## src/rtl/ps2_pkg.sv

```systemverilog
// Shared types and constants for the PS/2 scan-code receiver.
package ps2_pkg;

  localparam logic [7:0] PS2_PREFIX_EXT = 8'hE0;
  localparam logic [7:0] PS2_PREFIX_BRK = 8'hF0;

  typedef enum logic [1:0] {
    StIdle,
    StData,
    StParity,
    StStop
  } ps2_state_e;

  typedef struct packed {
    logic       ext;
    logic       brk;
    logic [7:0] code;
  } ps2_evt_t;

endpackage

```

## src/rtl/ps2_sync_filter.sv

```systemverilog
// Two-flop synchroniser followed by a level debounce filter; idles high.
module ps2_sync_filter #(
  parameter int unsigned FILTER_LEN = 4
) (
  input  logic clk,
  input  logic resetn,
  input  logic din,
  output logic dout
);

  localparam int unsigned CW = (FILTER_LEN > 1) ? $clog2(FILTER_LEN) : 1;

  logic [1:0]    sync_q;
  logic          filt_q, filt_d;
  logic [CW-1:0] cnt_q, cnt_d;

  // cnt_q counts consecutive samples that disagree with the filtered level.
  always_comb begin
    filt_d = filt_q;
    cnt_d  = '0;
    if (sync_q[1] != filt_q) begin
      if (cnt_q == CW'(FILTER_LEN - 1)) begin
        filt_d = sync_q[1];
      end else begin
        cnt_d = cnt_q + CW'(1);
      end
    end
  end

  always_ff @(posedge clk or negedge resetn) begin
    if (!resetn) begin
      sync_q <= 2'b11;
      filt_q <= 1'b1;
      cnt_q  <= '0;
    end else begin
      sync_q <= {sync_q[0], din};
      filt_q <= filt_d;
      cnt_q  <= cnt_d;
    end
  end

  assign dout = filt_q;

endmodule

```

## src/rtl/ps2_scan_rx.sv

```systemverilog
// PS/2 keyboard receiver: frames 11-bit packets, folds E0/F0 prefixes into
// key events and queues them in a show-ahead FIFO.
module ps2_scan_rx
  import ps2_pkg::*;
#(
  parameter int unsigned FIFO_DEPTH  = 8,
  parameter int unsigned FILTER_LEN  = 4,
  parameter int unsigned TIMEOUT_CYC = 50000
) (
  input  logic                        clk,
  input  logic                        resetn,
  input  logic                        ps2_clk,
  input  logic                        ps2_data,
  input  logic                        rd_en,
  input  logic                        clr_overflow,
  output logic                        evt_valid,
  output logic [7:0]                  evt_code,
  output logic                        evt_break,
  output logic                        evt_ext,
  output logic [$clog2(FIFO_DEPTH):0] fifo_count,
  output logic                        overflow,
  output logic                        frame_err
);

  localparam int unsigned PW = $clog2(FIFO_DEPTH);
  localparam int unsigned CW = PW + 1;
  localparam int unsigned TW = (TIMEOUT_CYC > 1) ? $clog2(TIMEOUT_CYC) : 1;

  logic clk_f, data_f, clk_prev_q, sample_edge;

  ps2_sync_filter #(.FILTER_LEN(FILTER_LEN)) u_clk_filt (
    .clk    (clk),
    .resetn (resetn),
    .din    (ps2_clk),
    .dout   (clk_f)
  );

  ps2_sync_filter #(.FILTER_LEN(FILTER_LEN)) u_data_filt (
    .clk    (clk),
    .resetn (resetn),
    .din    (ps2_data),
    .dout   (data_f)
  );

  assign sample_edge = clk_prev_q & ~clk_f;

  ps2_state_e    state_q, state_d;
  logic [2:0]    idx_q, idx_d;
  logic [7:0]    shift_q, shift_d;
  logic          par_q, par_d;
  logic [TW-1:0] to_cnt_q, to_cnt_d;
  logic          ext_pend_q, ext_pend_d, brk_pend_q, brk_pend_d;
  logic          push_q, push_d, frame_err_q, frame_err_d;
  ps2_evt_t      push_evt_q, push_evt_d;
  logic          byte_done, err;

  always_comb begin
    state_d    = state_q;
    idx_d      = idx_q;
    shift_d    = shift_q;
    par_d      = par_q;
    to_cnt_d   = to_cnt_q;
    ext_pend_d = ext_pend_q;
    brk_pend_d = brk_pend_q;
    push_d     = 1'b0;
    push_evt_d = push_evt_q;
    byte_done  = 1'b0;
    err        = 1'b0;

    if (state_q != StIdle) to_cnt_d = to_cnt_q + TW'(1);

    if (sample_edge) begin
      to_cnt_d = '0;
      unique case (state_q)
        StIdle: begin
          // A high data line at a clock edge is a false start.
          if (!data_f) begin
            state_d = StData;
            idx_d   = 3'd0;
          end
        end
        StData: begin
          shift_d[idx_q] = data_f;
          idx_d          = idx_q + 3'd1;
          if (idx_q == 3'd7) state_d = StParity;
        end
        StParity: begin
          par_d   = data_f;
          state_d = StStop;
        end
        StStop: begin
          state_d = StIdle;
          if (data_f && (^{shift_q, par_q})) byte_done = 1'b1;
          else                               err       = 1'b1;
        end
        default: state_d = StIdle;
      endcase
    end else if ((state_q != StIdle) && (to_cnt_q == TW'(TIMEOUT_CYC - 1))) begin
      err      = 1'b1;
      state_d  = StIdle;
      to_cnt_d = '0;
    end

    if (err) begin
      ext_pend_d = 1'b0;
      brk_pend_d = 1'b0;
    end

    if (byte_done) begin
      if (shift_q == PS2_PREFIX_EXT) begin
        ext_pend_d = 1'b1;
      end else if (shift_q == PS2_PREFIX_BRK) begin
        brk_pend_d = 1'b1;
      end else begin
        push_d     = 1'b1;
        push_evt_d = '{ext: ext_pend_q, brk: brk_pend_q, code: shift_q};
        ext_pend_d = 1'b0;
        brk_pend_d = 1'b0;
      end
    end

    frame_err_d = err;
  end

  always_ff @(posedge clk or negedge resetn) begin
    if (!resetn) begin
      clk_prev_q  <= 1'b1;
      state_q     <= StIdle;
      idx_q       <= '0;
      shift_q     <= '0;
      par_q       <= 1'b0;
      to_cnt_q    <= '0;
      ext_pend_q  <= 1'b0;
      brk_pend_q  <= 1'b0;
      push_q      <= 1'b0;
      push_evt_q  <= '0;
      frame_err_q <= 1'b0;
    end else begin
      clk_prev_q  <= clk_f;
      state_q     <= state_d;
      idx_q       <= idx_d;
      shift_q     <= shift_d;
      par_q       <= par_d;
      to_cnt_q    <= to_cnt_d;
      ext_pend_q  <= ext_pend_d;
      brk_pend_q  <= brk_pend_d;
      push_q      <= push_d;
      push_evt_q  <= push_evt_d;
      frame_err_q <= frame_err_d;
    end
  end

  ps2_evt_t          mem [FIFO_DEPTH];
  logic [PW-1:0]     wr_ptr_q, rd_ptr_q;
  logic [CW-1:0]     count_q, count_d;
  logic              overflow_q, overflow_d;
  logic              empty, full, do_pop, do_wr, drop;
  ps2_evt_t          head;

  assign empty  = (count_q == '0);
  assign full   = (count_q == CW'(FIFO_DEPTH));
  assign do_pop = rd_en & ~empty;
  // A simultaneous pop frees the slot, so a push into a full FIFO still lands.
  assign do_wr  = push_q & (~full | do_pop);
  assign drop   = push_q & full & ~do_pop;

  always_comb begin
    count_d = count_q;
    if (do_wr && !do_pop)      count_d = count_q + CW'(1);
    else if (!do_wr && do_pop) count_d = count_q - CW'(1);
    overflow_d = overflow_q;
    if (drop)              overflow_d = 1'b1;
    else if (clr_overflow) overflow_d = 1'b0;
  end

  always_ff @(posedge clk or negedge resetn) begin
    if (!resetn) begin
      wr_ptr_q   <= '0;
      rd_ptr_q   <= '0;
      count_q    <= '0;
      overflow_q <= 1'b0;
    end else begin
      if (do_wr)  wr_ptr_q <= wr_ptr_q + PW'(1);
      if (do_pop) rd_ptr_q <= rd_ptr_q + PW'(1);
      count_q    <= count_d;
      overflow_q <= overflow_d;
    end
  end

  always_ff @(posedge clk) begin
    if (do_wr) mem[wr_ptr_q] <= push_evt_q;
  end

  assign head       = mem[rd_ptr_q];
  assign evt_valid  = ~empty;
  assign evt_code   = empty ? 8'h00 : head.code;
  assign evt_break  = ~empty & head.brk;
  assign evt_ext    = ~empty & head.ext;
  assign fifo_count = count_q;
  assign overflow   = overflow_q;
  assign frame_err  = frame_err_q;

endmodule

```

## config.mk

```make
export PLATFORM = sky130hd
export DESIGN_NAME = ps2_scan_rx
export DESIGN_NICKNAME = d
export VERILOG_FILES = /design/src/rtl/ps2_pkg.sv /design/src/rtl/ps2_sync_filter.sv /design/src/rtl/ps2_scan_rx.sv
export SDC_FILE = /design/constraint.sdc
export NUM_CORES = 1
export LEC_CHECK = 0
export CAP_MARGIN = 25
export CELL_PAD_IN_SITES_DETAIL_PLACEMENT = 0
export CELL_PAD_IN_SITES_GLOBAL_PLACEMENT = 2
export CORE_ASPECT_RATIO = 0.75
export CORE_MARGIN = 10
export CORE_UTILIZATION = 23
export CTS_CLUSTER_DIAMETER = 40
export DETAILED_ROUTE_END_ITERATION = 6
export DONT_BUFFER_PORTS = 1
export HOLD_SLACK_MARGIN = 0.06
export PLACE_DENSITY_LB_ADDON = 0.1
export REMOVE_ABC_BUFFERS = 1
export SETUP_SLACK_MARGIN = 0.02
export SYNTH_ARGS = -nofsm -noshare
export SYNTH_HDL_FRONTEND = slang
export SYNTH_SLANG_ARGS = --single-unit
```

## constraint.sdc

```tcl
create_clock -name clk -period 5.3 [get_ports clk]
set_input_delay 0.795 -clock clk [delete_from_list [all_inputs] [get_ports clk]]
set_output_delay 0.795 -clock clk [all_outputs]
set_load 0.02 [all_outputs]
```

==> flow_metrics.py, run 1 <==
metrics = {
    "timing": {
        "worstMarginPinSlew_ps": 723,
        "setup_ws_ps": 2460,
        "finalMaxSlewViolations": 0,
        "max-slew-margin-rel_pct": 51.8,
        "finalSetupTns_ps": 0,
        "skew_ps": 12.5,
        "rsz0062_at_grt": "false",
        "fmax_ghz": 0.352,
        "setup_viol": 0,
        "final_hold_viol_count": 0,
        "fin_crit_ps": 2840,
        "whs_ps": 211,
        "finalCritPeriodShare_pct": 53.6,
    },
    "clock_tree": {
        "numCtsBuffers": 17,
        "clkSlewWorstSetupHoldPaths_ps": 70,
        "cts_resized": 0,
        "cts_root_buf": "clkbuf_16",
        "cts_max_path_buffers": 2,
        "cts_tree": "yes",
        "h-tree-depth": 4,
        "cts_sinks": 146,
        "clk_latency_ps": 420,
    },
    "floorplan": {
        "fp.dieH_um": 165,
        "die_width_um": 214,
        "std_cell_rows": 53,
        "start_util_pct": 23.2,
        "ios": 23,
        "dieArea_sq_um": 35300,
        "core_area_sq_um": 27900,
    },
    "pwr": {
        "pwr_density_cell_nw_per_um2": 506,
        "power_mw": 3.83,
        "ir_drop_mv": 0.224,
        "p_leak_nw": 2.74,
    },
    "yosys": {
        "synth_seq_cells": 146,
        "synthCells": 444,
        "synth_area_leaders": "edfxtp_1 37%, dfrtp_1 23%, mux4_2 7.0%",
        "synth.top_cell.area_share_pct": 37.2,
        "ys.flop_type": "edfxtp_1",
        "synth_top_area_cell": "edfxtp_1",
        "yosysSeqAreaShare_pct": 62.8,
        "synth_area_sq_um": 6470,
        "async_reset_ff_share_pct": 45.2,
        "synth-warning-count": 0,
        "ys_types": 54,
        "synth-edff-count": 80,
        "syn_area_per_cell_sq_um": 14.6,
    },
    "cells_and_area": {
        "final_cell_mix": "80 x edfxtp_1, 59 x dfrtp_1, 36 x nor2_1",
        "fillers": 2819,
        "multi_input_area_sq_um": 2300,
        "seqCellArea_sq_um": 4060,
        "antennaDiodeCount": 0,
        "synthToLayoutAreaGrowth_pct": 17.2,
        "final_net_count": 480,
        "final_layout_size_suffix_gt1_share_pct": 19.7,
        "final_common_cell": "edfxtp_1",
    },
    "worst_setup_path": {
        "path_cells": "buf_4 > mux4_2 > mux2i_1 > nor2_1",
        "worst-path-buf-inv": 1,
        "slowest_delay_ps": 580,
        "endpoint_kind": "output pin",
        "crit_path_start_kind": "flop",
        "cp.arrival_ps": 2050,
        "critical_path_class": "reg2out",
        "cp_top_family": "multiplexers",
        "crit_required_ps": 4510,
        "critPathMaxFanout": 22,
        "cp_slowest_cell": "mux4_2",
    },
    "global_route": {
        "grt_overflow_total": 0,
        "antenna_found_initial": 0,
        "grt_pass1_vias": 3708,
        "grt_max_degree": 57,
        "grt_pass1_wl_um": 23300,
        "grt_util_all_layers_pct": 8.99,
    },
    "detailed_routing": {
        "drt-pass1-iter-count": 4,
        "wl_per_cell_um": 17.9,
        "drc": 0,
        "routed_wl_um": 14800,
        "via_count": 3575,
        "drt_iter0_drc": 192,
        "final_antenna_net_count": 0,
        "viasPerCell": 4.32,
    },
    "placement": {
        "gp_congestion": 0.686,
        "dpl_worst_slack_ps": 2470,
        "place_hpwl_um": 9550,
        "io_buffers": 0,
    },
    "flow_run": {
        "maxCapViolCount": 0,
    },
    "worst_hold_path": {
        "hold_path.class": "in2async",
    },
    "status": {
        "outcome": "completed",
    },
}
-- metrics by stage --
step                      std cells  util (%)  instance area, sq um
after floorplan                 425         -                  6390
after global placement          793      24.9                  6920
after detailed placement        793      24.9                  6920
after CTS                       827      27.1                  7550
after global routing            828      27.2                  7580
final                           828      27.2                  7580
-- metal layers --
layer	part of all wire, %	global-route usage (%)	up-vias
met5	0	0	-
met4	1.2	3.38	0
met3	3.7	2.28	9
met2	43	12.9	49
met1	52	12.7	1834
li1	-	-	1683
-- power breakdown --
| part | switching, mW | internal [mW] |
|---|---|---|
| sequential | 0.229 | 1.33 |
| clock | 0.532 | 0.672 |
| combinational | 0.579 | 0.494 |
| total | 1.34 | 2.49 |
-- logic make-up after synthesis --
logic type / Yosys count / synth area share [%]
buf+inv: 28 / 1.74
mux: 54 / 12.8
fa+ha+maj: 16 / 3.21
flops: 146 / 62.8
simple gates: 129 / 10.0
xor+xnor: 31 / 4.99
compound gates: 40 / 4.35
-- registers in the layout (all words and copies together), names as in the netlist, 3 cells and up --
name,count
mem,80
to_cnt_q,16
push_evt_q,10
shift_q,8
fifo_count,4
idx_q,3
rd_ptr_q,3
wr_ptr_q,3
-- final timing paths --
kind | startpoint | endpoint | slack, ps | depth (start not counted)
setup / recovery | rd_ptr_q[0]$_DFFE_PN0N_ | evt_code[7] | 2460 | 4
hold / removal | resetn | state_q[0]$_DFFE_PN0P_ | 210 | 1
setup reg to reg | fifo_count[1]$_DFFE_PN0P_ | fifo_count[3]$_DFFE_PN0P_ | 2520 | 12
hold reg to reg | u_data_filt.sync_q[0]$_DFF_PN1_ | u_data_filt.sync_q[1]$_DFF_PN1_ | 360 | 0
max in group asynchronous | resetn | push_evt_q[4]$_DFFE_PN0P_ | 4320 | 1
min in group clk | u_data_filt.sync_q[0]$_DFF_PN1_ | u_data_filt.sync_q[1]$_DFF_PN1_ | 360 | 0
-- area by class of cell --
| cell class | instances | area share [%] |
|---|---|---|
| timing repair buffer | 14 | 1.95 |
| tap | 357 | 5.90 |
| clock buffer | 17 | 5.62 |
| multi-input combinational | 270 | 30.3 |
| sequential | 146 | 53.6 |
| inverter | 9 | 0.446 |
| clock inverter | 15 | 2.15 |
-- what timing repair did --
| item | CTS | global route |
|---|---|---|
| setup buffers | 0 | 0 |
| hold endpoints to repair | 56 | 0 |
| hold buffers | 2 | 0 |
-- synthesized netlist by cell type, types with 3 or more instances --
| master | count |
|---|---|
| dfrtp_1 | 59 |
| nand2b_1 | 4 |
| xor2_1 | 10 |
| nor4_1 | 5 |
| nor3_1 | 10 |
| inv_1 | 9 |
| clkbuf_1 | 13 |
| o22a_1 | 3 |
| nand4_1 | 5 |
| nand3b_1 | 7 |
| a21o_1 | 3 |
| a21oi_1 | 12 |
| and4_1 | 3 |
| ha_1 | 15 |
| nor2_1 | 36 |
| mux2i_1 | 15 |
| mux4_2 | 20 |
| nor3b_1 | 3 |
| nor2b_1 | 6 |
| dfstp_2 | 7 |
| and3_1 | 3 |
| mux2_2 | 13 |
| buf_1 | 5 |
| xnor2_1 | 17 |
| mux2_4 | 4 |
| edfxtp_1 | 80 |
| o21ai_0 | 6 |
| nand2_1 | 29 |
| nand3_1 | 12 |
Note: power is estimated with default switching activity, not from simulation.
==> inputs of run 2 (changes only) <==
==> constraint.sdc (replaced) <==
create_clock -name clk -period 2.43 [get_ports clk]
set_input_delay 0.3645 -clock clk [delete_from_list [all_inputs] [get_ports clk]]
set_output_delay 0.3645 -clock clk [all_outputs]
set_load 0.02 [all_outputs]
==> flow_metrics.py, run 2 (same netlist as run 1, synthesis figures left out) <==
metrics = {
    "timing": {
        "fmax_ghz": 0.421,
        "worstMarginPinSlew_ps": 530,
        "finalCritPeriodShare_pct": 97.9,
        "rsz0062_at_grt": "true",
        "fin_crit_ps": 2380,
        "final_hold_viol_count": 0,
        "finalMaxSlewViolations": 0,
        "skew_ps": 15.6,
        "setup_viol": 0,
        "whs_ps": 105,
        "max-slew-margin-rel_pct": 64.7,
    },
    "placement": {
        "place_hpwl_um": 10000,
        "placed_cells": 826,
        "gp_congestion": 0.702,
        "io_buffers": 0,
    },
    "flow_run": {
        "maxCapViolCount": 0,
    },
    "cells_and_area": {
        "final_layout_size_suffix_gt1_share_pct": 26.0,
        "antennaDiodeCount": 0,
        "final_common_cell": "edfxtp_1",
        "largest_register_ffs": 80,
        "reg.largest.list": "mem: 80 flops, to_cnt_q: 16 flops, push_evt_q: 10 flops",
        "final_cell_mix": "80 x edfxtp_1, 57 x dfrtp_1, 43 x buf_4",
        "top_register": "mem",
        "fillers": 2822,
        "seqCellArea_sq_um": 4070,
        "final_net_count": 518,
        "synthToLayoutAreaGrowth_pct": 22.2,
        "multi_input_area_sq_um": 2310,
        "instances_no_fill": 865,
    },
    "worst_setup_path": {
        "slowest_delay_ps": 520,
        "cp.arrival_ps": 2010,
        "crit_required_ps": 2070,
        "cp_top_family": "multiplexers",
        "timing.rr.end": "push_evt_q[8]$_DFFE_PN0P_",
        "reg2reg_setup_slack_ps": 150,
        "critPathMaxFanout": 11,
        "endpoint_kind": "output pin",
        "cp_slowest_cell": "mux4_2",
        "r2r_start": "shift_q[4]$_DFFE_PN0P_",
        "crit_path_start_kind": "flop",
        "path_cells": "buf_12 > mux4_2 > mux2i_1 > nor2_1 > buf_4",
        "critical_path_class": "reg2out",
        "r2r_cells": 6,
        "worst-path-buf-inv": 2,
    },
    "detailed_routing": {
        "drt_iter0_drc": 160,
        "drt-pass1-iter-count": 4,
        "viasPerCell": 4.28,
        "routed_wl_um": 15400,
        "via_count": 3699,
        "drc": 0,
        "final_antenna_net_count": 0,
        "wl_per_cell_um": 17.8,
    },
    "clock_tree": {
        "cts_max_path_buffers": 2,
        "cts_root_buf": "clkbuf_16",
        "numCtsBuffers": 17,
        "h-tree-depth": 4,
        "cts_tree": "yes",
        "cts_sinks": 146,
        "clk_latency_ps": 430,
        "clkSlewWorstSetupHoldPaths_ps": 70,
    },
    "pwr": {
        "ir_drop_mv": 0.425,
        "p_leak_nw": 2.91,
        "p_sw_share_pct": 34.6,
        "pwr_density_cell_nw_per_um2": 1120,
        "sequentialPowerShare_pct": 36.3,
        "clkPwrFrac_pct": 29.0,
        "intPower_mw": 5.82,
        "combPwrFrac_pct": 34.6,
        "netSwitchingPower_mw": 3.07,
    },
    "floorplan": {
        "die_width_um": 214,
        "core_area_sq_um": 27900,
        "std_cell_rows": 53,
        "start_util_pct": 23.2,
        "ios": 23,
        "dieArea_sq_um": 35300,
        "fp.dieH_um": 165,
    },
    "worst_hold_path": {
        "hold_path.class": "in2reg",
        "worstHoldEndpoint": "rd_ptr_q[2]$_DFFE_PN0N_",
        "hold_depth": 2,
        "min_from": "rd_en",
    },
    "global_route": {
        "antenna_found_initial": 0,
        "grt_pass1_wl_um": 24100,
        "grt_pass1_vias": 3980,
        "grt_util_all_layers_pct": 9.29,
        "grt_max_degree": 67,
        "grt_overflow_total": 0,
    },
    "status": {
        "outcome": "completed",
    },
}
## run 2: routing by layer
metal  vias to the layer above  track usage, %  wire length (um)
met5                         -               0                 0
met4                         0            3.47               196
met3                        12            2.13               455
met2                        36            13.3              6610
met1                      1889            13.3              8100
li1                       1762               -                 -
## run 2: repair_timing
action,CTS,global route
cloned,0,1
setup buffers,0,2
hold endpoints to repair,69,0
pin swaps,0,2
gates resized for setup,0,5
setup endpoints to repair,2,16
hold buffers,5,0
## run 2: cell type report
| class | count | area share, % |
|---|---|---|
| clock buffer | 17 | 5.38 |
| timing repair buffer | 52 | 6.02 |
| tap | 357 | 5.65 |
| inverter | 9 | 0.428 |
| sequential | 146 | 51.4 |
| multi-input combinational | 270 | 29.3 |
| clock inverter | 14 | 1.79 |
## run 2: worst max-delay path by stage
stage	startpoint	endpoint	slack (ps)	cells past startpoint
after floorplan	fifo_count[0]$_DFFE_PN0P_	fifo_count[3]$_DFFE_PN0P_	-900	11
after global placement	fifo_count[1]$_DFFE_PN0P_	fifo_count[3]$_DFFE_PN0P_	130	11
after detailed placement	shift_q[4]$_DFFE_PN0P_	push_evt_q[8]$_DFFE_PN0P_	80	5
after CTS	rd_ptr_q[0]$_DFFE_PN0N_	evt_code[0]	3	5
after global routing	rd_ptr_q[0]$_DFFE_PN0N_	evt_code[0]	-60	5
final	rd_ptr_q[0]$_DFFE_PN0N_	evt_code[7]	50	5
## run 2: metrics by stage
step	setup slack [ps]	setup TNS, ps	utilization, %	instance area (sq um)	total power, mW
6_report	51.9	0	28.4	7900	8.89
5_1_grt	-61.2	-142	28.4	7900	9.51
4_1_cts	2.68	0	28.1	7830	8.97
3_5_place_dp	82.2	0	25.8	7200	6.29
3_3_place_gp	129	0	25.8	7200	6.26
2_1_floorplan	-901	-2330	-	6390	5.12
## run 2: power by group through the flow
stage	clock network, mW	registers, mW	logic [mW]
after floorplan	0	3.40	1.72
after global placement	0	3.25	3.02
after detailed placement	0	3.26	3.04
after CTS	2.68	3.20	3.09
after global routing	2.78	3.28	3.45
final	2.58	3.23	3.08
